### src/rtl/cpu_run_ctrl_pkg.sv
// Shared types and defaults for the CPU run controller and its benches.
package cpu_run_pkg;

  typedef enum logic [2:0] {
    ST_IDLE    = 3'd0,
    ST_HOLD    = 3'd1,
    ST_LOAD    = 3'd2,
    ST_RUN     = 3'd3,
    ST_DONE    = 3'd4,
    ST_TIMEOUT = 3'd5
  } run_state_e;

  // OWN_CPU_RO lets the CPU address memory after a run without being able to write it.
  typedef enum logic [1:0] {
    OWN_NONE   = 2'd0,
    OWN_LOADER = 2'd1,
    OWN_CPU    = 2'd2,
    OWN_CPU_RO = 2'd3
  } dmem_owner_e;

  localparam logic [31:0] HALT_PC_DEF    = 32'h0000_0038;
  localparam int          MAX_CYCLES_DEF = 200;
  localparam int          MIN_RUN_DEF    = 10;
  localparam int          RESET_HOLD_DEF = 3;

  function automatic logic word_aligned(input logic [31:0] addr);
    return addr[1:0] == 2'b00;
  endfunction

endpackage

### src/rtl/cpu_run_ctrl_if.sv
// Loader stream and data-memory write port as seen by the run controller.
interface cpu_run_ctrl_if;
  logic        ld_valid;
  logic        ld_ready;
  logic [31:0] ld_addr;
  logic [31:0] ld_data;
  logic        ld_last;
  logic        dmem_we;
  logic [31:0] dmem_addr;
  logic [31:0] dmem_wdata;

  // master: loader source and memory sink; slave: the controller
  modport master (
    output ld_valid, ld_addr, ld_data, ld_last,
    input  ld_ready, dmem_we, dmem_addr, dmem_wdata
  );

  modport slave (
    input  ld_valid, ld_addr, ld_data, ld_last,
    output ld_ready, dmem_we, dmem_addr, dmem_wdata
  );
endinterface

### src/rtl/cpu_run_ctrl_dmem_port_mux.sv
// Combinational data-memory write-port owner select with misaligned-beat write gate.
module dmem_port_mux
  import cpu_run_pkg::*;
(
  input  dmem_owner_e owner,
  input  logic        ld_valid,
  input  logic [31:0] ld_addr,
  input  logic [31:0] ld_data,
  input  logic        cpu_we,
  input  logic [31:0] cpu_addr,
  input  logic [31:0] cpu_wdata,
  output logic        dmem_we,
  output logic [31:0] dmem_addr,
  output logic [31:0] dmem_wdata,
  output logic        ld_misaligned
);

  assign ld_misaligned = !word_aligned(ld_addr);

  always_comb begin
    dmem_we    = 1'b0;
    dmem_addr  = '0;
    dmem_wdata = '0;
    case (owner)
      OWN_LOADER: begin
        dmem_we    = ld_valid && !ld_misaligned;
        dmem_addr  = ld_addr;
        dmem_wdata = ld_data;
      end
      OWN_CPU: begin
        dmem_we    = cpu_we;
        dmem_addr  = cpu_addr;
        dmem_wdata = cpu_wdata;
      end
      OWN_CPU_RO: begin
        dmem_addr  = cpu_addr;
        dmem_wdata = cpu_wdata;
      end
      default: ;
    endcase
  end

endmodule

### src/rtl/cpu_run_ctrl.sv
// Run controller: holds the CPU in reset, preloads data memory from the loader,
// then runs the CPU until the halt PC is reached or the cycle budget expires.
//   state   | meaning
//   IDLE    | CPU in reset, waiting for start
//   HOLD    | CPU in reset for RESET_HOLD cycles, flags cleared
//   LOAD    | loader owns the memory port until the last beat
//   RUN     | CPU released, counting cycles, watching the PC
//   DONE    | halt PC reached, memory write-protected
//   TIMEOUT | cycle budget exhausted, memory write-protected
module cpu_run_ctrl
  import cpu_run_pkg::*;
#(
  parameter logic [31:0] HALT_PC    = HALT_PC_DEF,
  parameter int          MIN_RUN    = MIN_RUN_DEF,
  parameter int          MAX_CYCLES = MAX_CYCLES_DEF,
  parameter int          RESET_HOLD = RESET_HOLD_DEF,
  parameter int          CNT_W      = 16
) (
  input  logic              clk,
  input  logic              reset,
  input  logic              start,
  cpu_run_ctrl_if.slave     mem,
  output logic              cpu_reset,
  input  logic [31:0]       cpu_pc,
  input  logic              cpu_dmem_we,
  input  logic [31:0]       cpu_dmem_addr,
  input  logic [31:0]       cpu_dmem_wdata,
  output logic              busy,
  output logic              done,
  output logic              timeout,
  output logic              addr_err,
  output logic [CNT_W-1:0]  run_cycles
);

  localparam int HW = $clog2(RESET_HOLD + 1);

  run_state_e  state_q, state_d;
  logic [HW-1:0] hold_q;
  dmem_owner_e owner;
  logic        beat_acc, halt_hit, budget_hit, ld_misaligned;

  assign beat_acc   = (state_q == ST_LOAD) && mem.ld_valid;
  assign halt_hit   = (cpu_pc == HALT_PC) && (run_cycles >= CNT_W'(MIN_RUN));
  assign budget_hit = run_cycles == CNT_W'(MAX_CYCLES - 1);
  assign busy       = (state_q == ST_HOLD) || (state_q == ST_LOAD) || (state_q == ST_RUN);

  always_comb begin
    state_d      = state_q;
    owner        = OWN_NONE;
    cpu_reset    = 1'b1;
    mem.ld_ready = 1'b0;
    case (state_q)
      ST_IDLE: if (start) state_d = ST_HOLD;
      ST_HOLD: if (hold_q == '0) state_d = ST_LOAD;
      ST_LOAD: begin
        mem.ld_ready = 1'b1;
        owner        = OWN_LOADER;
        if (beat_acc && mem.ld_last) state_d = ST_RUN;
      end
      ST_RUN: begin
        cpu_reset = 1'b0;
        owner     = OWN_CPU;
        // halt has priority when both land on the same cycle
        if (halt_hit)        state_d = ST_DONE;
        else if (budget_hit) state_d = ST_TIMEOUT;
      end
      ST_DONE, ST_TIMEOUT: begin
        cpu_reset = 1'b0;
        owner     = OWN_CPU_RO;
        if (start) state_d = ST_HOLD;
      end
      default: state_d = ST_IDLE;
    endcase
  end

  always_ff @(posedge clk) begin
    if (reset) begin
      state_q    <= ST_IDLE;
      hold_q     <= '0;
      run_cycles <= '0;
      done       <= 1'b0;
      timeout    <= 1'b0;
      addr_err   <= 1'b0;
    end else begin
      state_q <= state_d;
      if (state_d == ST_HOLD && state_q != ST_HOLD) begin
        hold_q     <= HW'(RESET_HOLD - 1);
        run_cycles <= '0;
        done       <= 1'b0;
        timeout    <= 1'b0;
        addr_err   <= 1'b0;
      end else if (state_q == ST_HOLD) begin
        hold_q <= hold_q - 1'b1;
      end
      if (state_q == ST_RUN) begin
        if (run_cycles != '1) run_cycles <= run_cycles + 1'b1;
        if (state_d == ST_DONE)    done    <= 1'b1;
        if (state_d == ST_TIMEOUT) timeout <= 1'b1;
      end
      if (beat_acc && ld_misaligned) addr_err <= 1'b1;
    end
  end

  dmem_port_mux u_mux (
    .owner         (owner),
    .ld_valid      (mem.ld_valid),
    .ld_addr       (mem.ld_addr),
    .ld_data       (mem.ld_data),
    .cpu_we        (cpu_dmem_we),
    .cpu_addr      (cpu_dmem_addr),
    .cpu_wdata     (cpu_dmem_wdata),
    .dmem_we       (mem.dmem_we),
    .dmem_addr     (mem.dmem_addr),
    .dmem_wdata    (mem.dmem_wdata),
    .ld_misaligned (ld_misaligned)
  );

endmodule

### src/flat_wrapper.sv
// flat-port wrapper written by rule: the top's interface ports become plain ports
module cpu_run_ctrl_flat import cpu_run_pkg::*;
#(
  parameter logic [31:0] HALT_PC    = HALT_PC_DEF,
  parameter int          MIN_RUN    = MIN_RUN_DEF,
  parameter int          MAX_CYCLES = MAX_CYCLES_DEF,
  parameter int          RESET_HOLD = RESET_HOLD_DEF,
  parameter int          CNT_W      = 16
)
  (clk, reset, start, cpu_reset, cpu_pc, cpu_dmem_we, cpu_dmem_addr, cpu_dmem_wdata, busy, done, timeout, addr_err, run_cycles, mem_ld_valid, mem_ld_addr, mem_ld_data, mem_ld_last, mem_ld_ready, mem_dmem_we, mem_dmem_addr, mem_dmem_wdata);
  cpu_run_ctrl_if mem_i ();
  input  logic clk;
  input  logic reset;
  input  logic start;
  output logic cpu_reset;
  input  logic [31:0] cpu_pc;
  input  logic cpu_dmem_we;
  input  logic [31:0] cpu_dmem_addr;
  input  logic [31:0] cpu_dmem_wdata;
  output logic busy;
  output logic done;
  output logic timeout;
  output logic addr_err;
  output logic [CNT_W-1:0] run_cycles;
  input wire logic [$bits(mem_i.ld_valid)-1:0] mem_ld_valid;
  input wire logic [$bits(mem_i.ld_addr)-1:0] mem_ld_addr;
  input wire logic [$bits(mem_i.ld_data)-1:0] mem_ld_data;
  input wire logic [$bits(mem_i.ld_last)-1:0] mem_ld_last;
  output wire logic [$bits(mem_i.ld_ready)-1:0] mem_ld_ready;
  output wire logic [$bits(mem_i.dmem_we)-1:0] mem_dmem_we;
  output wire logic [$bits(mem_i.dmem_addr)-1:0] mem_dmem_addr;
  output wire logic [$bits(mem_i.dmem_wdata)-1:0] mem_dmem_wdata;
  assign mem_i.ld_valid = mem_ld_valid;
  assign mem_i.ld_addr = mem_ld_addr;
  assign mem_i.ld_data = mem_ld_data;
  assign mem_i.ld_last = mem_ld_last;
  assign mem_ld_ready = mem_i.ld_ready;
  assign mem_dmem_we = mem_i.dmem_we;
  assign mem_dmem_addr = mem_i.dmem_addr;
  assign mem_dmem_wdata = mem_i.dmem_wdata;
  cpu_run_ctrl #(.HALT_PC(HALT_PC), .MIN_RUN(MIN_RUN), .MAX_CYCLES(MAX_CYCLES), .RESET_HOLD(RESET_HOLD), .CNT_W(CNT_W)) u_core (.clk(clk), .reset(reset), .start(start), .mem(mem_i), .cpu_reset(cpu_reset), .cpu_pc(cpu_pc), .cpu_dmem_we(cpu_dmem_we), .cpu_dmem_addr(cpu_dmem_addr), .cpu_dmem_wdata(cpu_dmem_wdata), .busy(busy), .done(done), .timeout(timeout), .addr_err(addr_err), .run_cycles(run_cycles));
endmodule
### config.mk
export PLATFORM = sky130hd
export DESIGN_NAME = cpu_run_ctrl_flat
export DESIGN_NICKNAME = d
export VERILOG_FILES = /design/src/rtl/cpu_run_ctrl_pkg.sv /design/src/rtl/cpu_run_ctrl_if.sv /design/src/rtl/cpu_run_ctrl_dmem_port_mux.sv /design/src/rtl/cpu_run_ctrl.sv /design/src/flat_wrapper.sv
export SDC_FILE = /design/constraint.sdc
export NUM_CORES = 1
export LEC_CHECK = 0
export BUFFER_PORTS_ARGS = -buffer_cell sky130_fd_sc_hd__buf_2
export CORE_AREA = 2 2 99 101
export CTS_CLUSTER_DIAMETER = 30
export DETAILED_ROUTE_END_ITERATION = 16
export DIE_AREA = 0 0 101 103
export GPL_ROUTABILITY_DRIVEN = 0
export PLACE_DENSITY = 0.58
export SYNTH_ARGS = -nofsm -noshare
export SYNTH_HDL_FRONTEND = slang
export SYNTH_SLANG_ARGS = --single-unit
### constraint.sdc
create_clock -name clk -period 2.3 [get_ports clk]
set_clock_uncertainty 0.15 [all_clocks]
set_input_delay 0.345 -clock clk [delete_from_list [all_inputs] [get_ports clk]]
set_output_delay 0.345 -clock clk [all_outputs]
set_load 0.05 [all_outputs]
==> impl_metrics.toml <==
[synth]
synth.distinct_cells = 55
ys_seq_area_share_pct = 22.21
synth_edf_count = 0
ys.warnings.count = 0
async_reset_ff_share_pct = 0
ys.flop_type = "dfxtp_1"
synth.net_count = 425
ys_seq_elements = 24
synth_area_per_cell_um2 = 8.450
synthCells = 256
synthesis.area_um2 = 2163

[global_route]
grt_first_pass_wirelength_mm = 16.86
top_usage_layer = "met2"
first_global_vias = 2827
grt.overflow.total = 0
grt.total_usage_pct = 22.08
grt_util_met1_pct = 28.79
grt_antenna_before_repair = 20
gr-usage-met3_pct = 15.80
grt_use_met2_pct = 29.23
grt_start_max_net_pins = 35

[power_and_ir_drop]
switching_share_pct = 61.73
p_total_mw = 4.823
max-vdd-ir-drop_mv = 0.7636
combPwrFrac_pct = 83.8
switchingPower_mw = 2.977
clock_power_share_pct = 5.3
intPower_mw = 1.846
power_density_nw_per_um2 = 1257
leakage_nw = 2.013
p_seq_share_pct = 10.9

[critical_path]
cp-end-kind = "output port"
timing_worst_setup_path_type = "flip-flop to output port"
path_max_fanout = 33
worstPathArrival_ps = 1730
critPathLaunchType = "flip-flop"
r2r_cells = 5
r2r_start = "u_core.run_cycles[1]"
required_ps = 1800
regToRegEndpoint = "u_core.run_cycles[13]"
r2r_slack_ps = 210

[status]
status = "complete, no violations"

[die]
die_h_um = 103
die_area_um2 = 10400
core_um2 = 9459
die_x_um = 101
initial_core_util_pct = 22.87
io_pins = 253
rows = 36

[final_layout]
syn_to_final_growth_pct = 77.33
final_nets = 674
final_cell_mix = "214 x buf_2, 42 x buf_4, 35 x a22o_1"
drive_above_1_share_pct = 63.42
utilization_pct = 40.56
stdcell_count = 627
final_common_cell = "buf_2"
postLayoutCellArea_um2 = 3836

[drt]
drtPass1Iterations = 4
wl_per_cell_um = 20.58
drt_iter0_markers = 147
num_vias = 3286
postRouteAntennaNets = 0
vias_per_cell = 5.241
wirelength_mm = 12.90
drc = 0

[timing]
maxSlewHeadroom_pct = 69.20
timing.final.max_slew_violations = 0
timing.setup.tns_ps = 0
tightest_slew_ps = 458.1
min_period_ps = 2229
setup_viol = 0
period_share_pct = 96.92
fmax_ghz = 0.4486
final_hold_viol_count = 0

[worst_hold_path]
hold_class = "input pin to flip-flop"
min_from = "reset"
whs_path_depth = 2
hold_path_end = "u_core.hold_q[0]"

[clock_network]
clock-sinks = 24
tritoncts = "built"
cts_buffer_depth = 2
htreeDepth = 1
cts_buffers = 3
clk_pin_slew_ps = 90
clk_latency_ps = 270
root_buffer = "clkbuf_8"
postCtsHoldBufs = 0

[place]
postPlaceCellArea_um2 = 3612
hpwl_mm = 10.82
post-place-cells = 610
portBuffers = 252

[job]
maxCapViolations = 0
cell usage after synthesis, types with 2 or more instances:
| cell | n | share of area [%] |
|---|---|---|
| nor4_1 | 12 | 3.5 |
| nor2_1 | 15 | 2.6 |
| o41ai_1 | 2 | 0.81 |
| dfxtp_1 | 24 | 22 |
| clkbuf_8 | 3 | 1.9 |
| nand3_1 | 5 | 1.2 |
| clkbuf_1 | 9 | 1.6 |
| ha_1 | 3 | 1.7 |
| a31oi_1 | 2 | 0.58 |
| o21ai_0 | 6 | 1.4 |
| a22o_1 | 65 | 26 |
| nor3_1 | 11 | 2.5 |
| nor2b_1 | 2 | 0.58 |
| inv_1 | 7 | 1.2 |
| or4_1 | 6 | 2.1 |
| and2_1 | 4 | 1.2 |
| a21oi_1 | 6 | 1.4 |
| and4_1 | 3 | 1.2 |
| buf_2 | 4 | 0.93 |
| buf_4 | 2 | 0.69 |
| buf_6 | 2 | 1.0 |
| or3_1 | 2 | 0.58 |
| a221o_1 | 10 | 4.6 |
| buf_1 | 5 | 0.87 |
| nand2_1 | 9 | 1.6 |
| nor4b_1 | 3 | 1.2 |
| nand4_1 | 6 | 1.7 |
logic make-up (layout without fill, tap and decap cells):
group                    count (synthesis)  count (layout)  synth area share [%]
AO/OA/AOI/OAI                          105             105                 40.43
XOR/XNOR                                 1               1                0.4049
adder cells (fa/ha/maj)                  3               3                 1.735
buffers and inverters                   32             279                 8.213
flip-flops                              24              24                 22.21
multiplexers                             2               2                0.9832
other                                    0              10                     0
AND/OR/NAND/NOR                         89              89                 26.03
flip-flops by register name, summed over array words and instances, names as in the netlist:
| register | cells |
|---|---|
| u_core.timeout | 1 |
| u_core.hold_q | 2 |
| u_core.addr_err | 1 |
| u_core.run_cycles | 16 |
| u_core.state_q | 3 |
| u_core.done | 1 |
repair_timing:
item,in CTS,in global routing
gates cloned,1,0
buffers inserted,2,1
gates resized for setup,33,10
setup endpoints to repair,64,43
pin swaps,1,1
per-layer routing:
metal / up-vias / part of all wire [%]
met5: - / 1.0
met4: 20 / 1.1
met3: 34 / 17
met2: 195 / 41
met1: 1473 / 40
li1: 1564 / -
power by group through the flow:
stage	Combinational [mW]	Sequential, mW	Clock, mW
global route	4.21	0.536	0.280
floorplan	2.85	0.533	0
finish	4.04	0.526	0.257
detailed placement	3.72	0.528	0
CTS	3.99	0.524	0.263
global placement	3.70	0.525	0
through the flow:
step / setup slack (ps) / hold WS (ps)
5_1_grt: -8.730 / 225.2
4_1_cts: 4.542 / 216.3
2_1_floorplan: 32.93 / 299.2
6_report: 70.73 / 224.4
3_3_place_gp: 178.2 / 286.9
3_5_place_dp: 152.7 / 291.6
worst max-delay path, stage by stage (launching register included):
cell and delay (ps):
dfxtp_1 350, buf_4 170, nor3_4 230, buf_4 170, buf_16 180, a22o_1 160
buf_4 200
worst max path at each step:
stage	startpoint	endpoint	slack, ps
6_report	u_core.state_q[2]	mem_dmem_addr[0]	70
5_1_grt	u_core.state_q[2]	mem_dmem_addr[25]	-9
4_1_cts	u_core.state_q[1]	mem_dmem_addr[4]	5
3_5_place_dp	u_core.state_q[1]	mem_dmem_addr[31]	150
3_3_place_gp	u_core.state_q[1]	mem_dmem_addr[31]	180
2_1_floorplan	u_core.state_q[2]	mem_dmem_addr[0]	30
final cells by class:
class                   count  area [um^2]
inverters                   7        26.28
diodes                     10        25.02
repair buffers            269         1545
clock buffers               3        41.29
fillers                   979         5623
well taps                 114        142.6
multi-input cells         200         1570
flip-flops and latches     24        485.5
No activity file was read; power rests on OpenSTA's default activity.
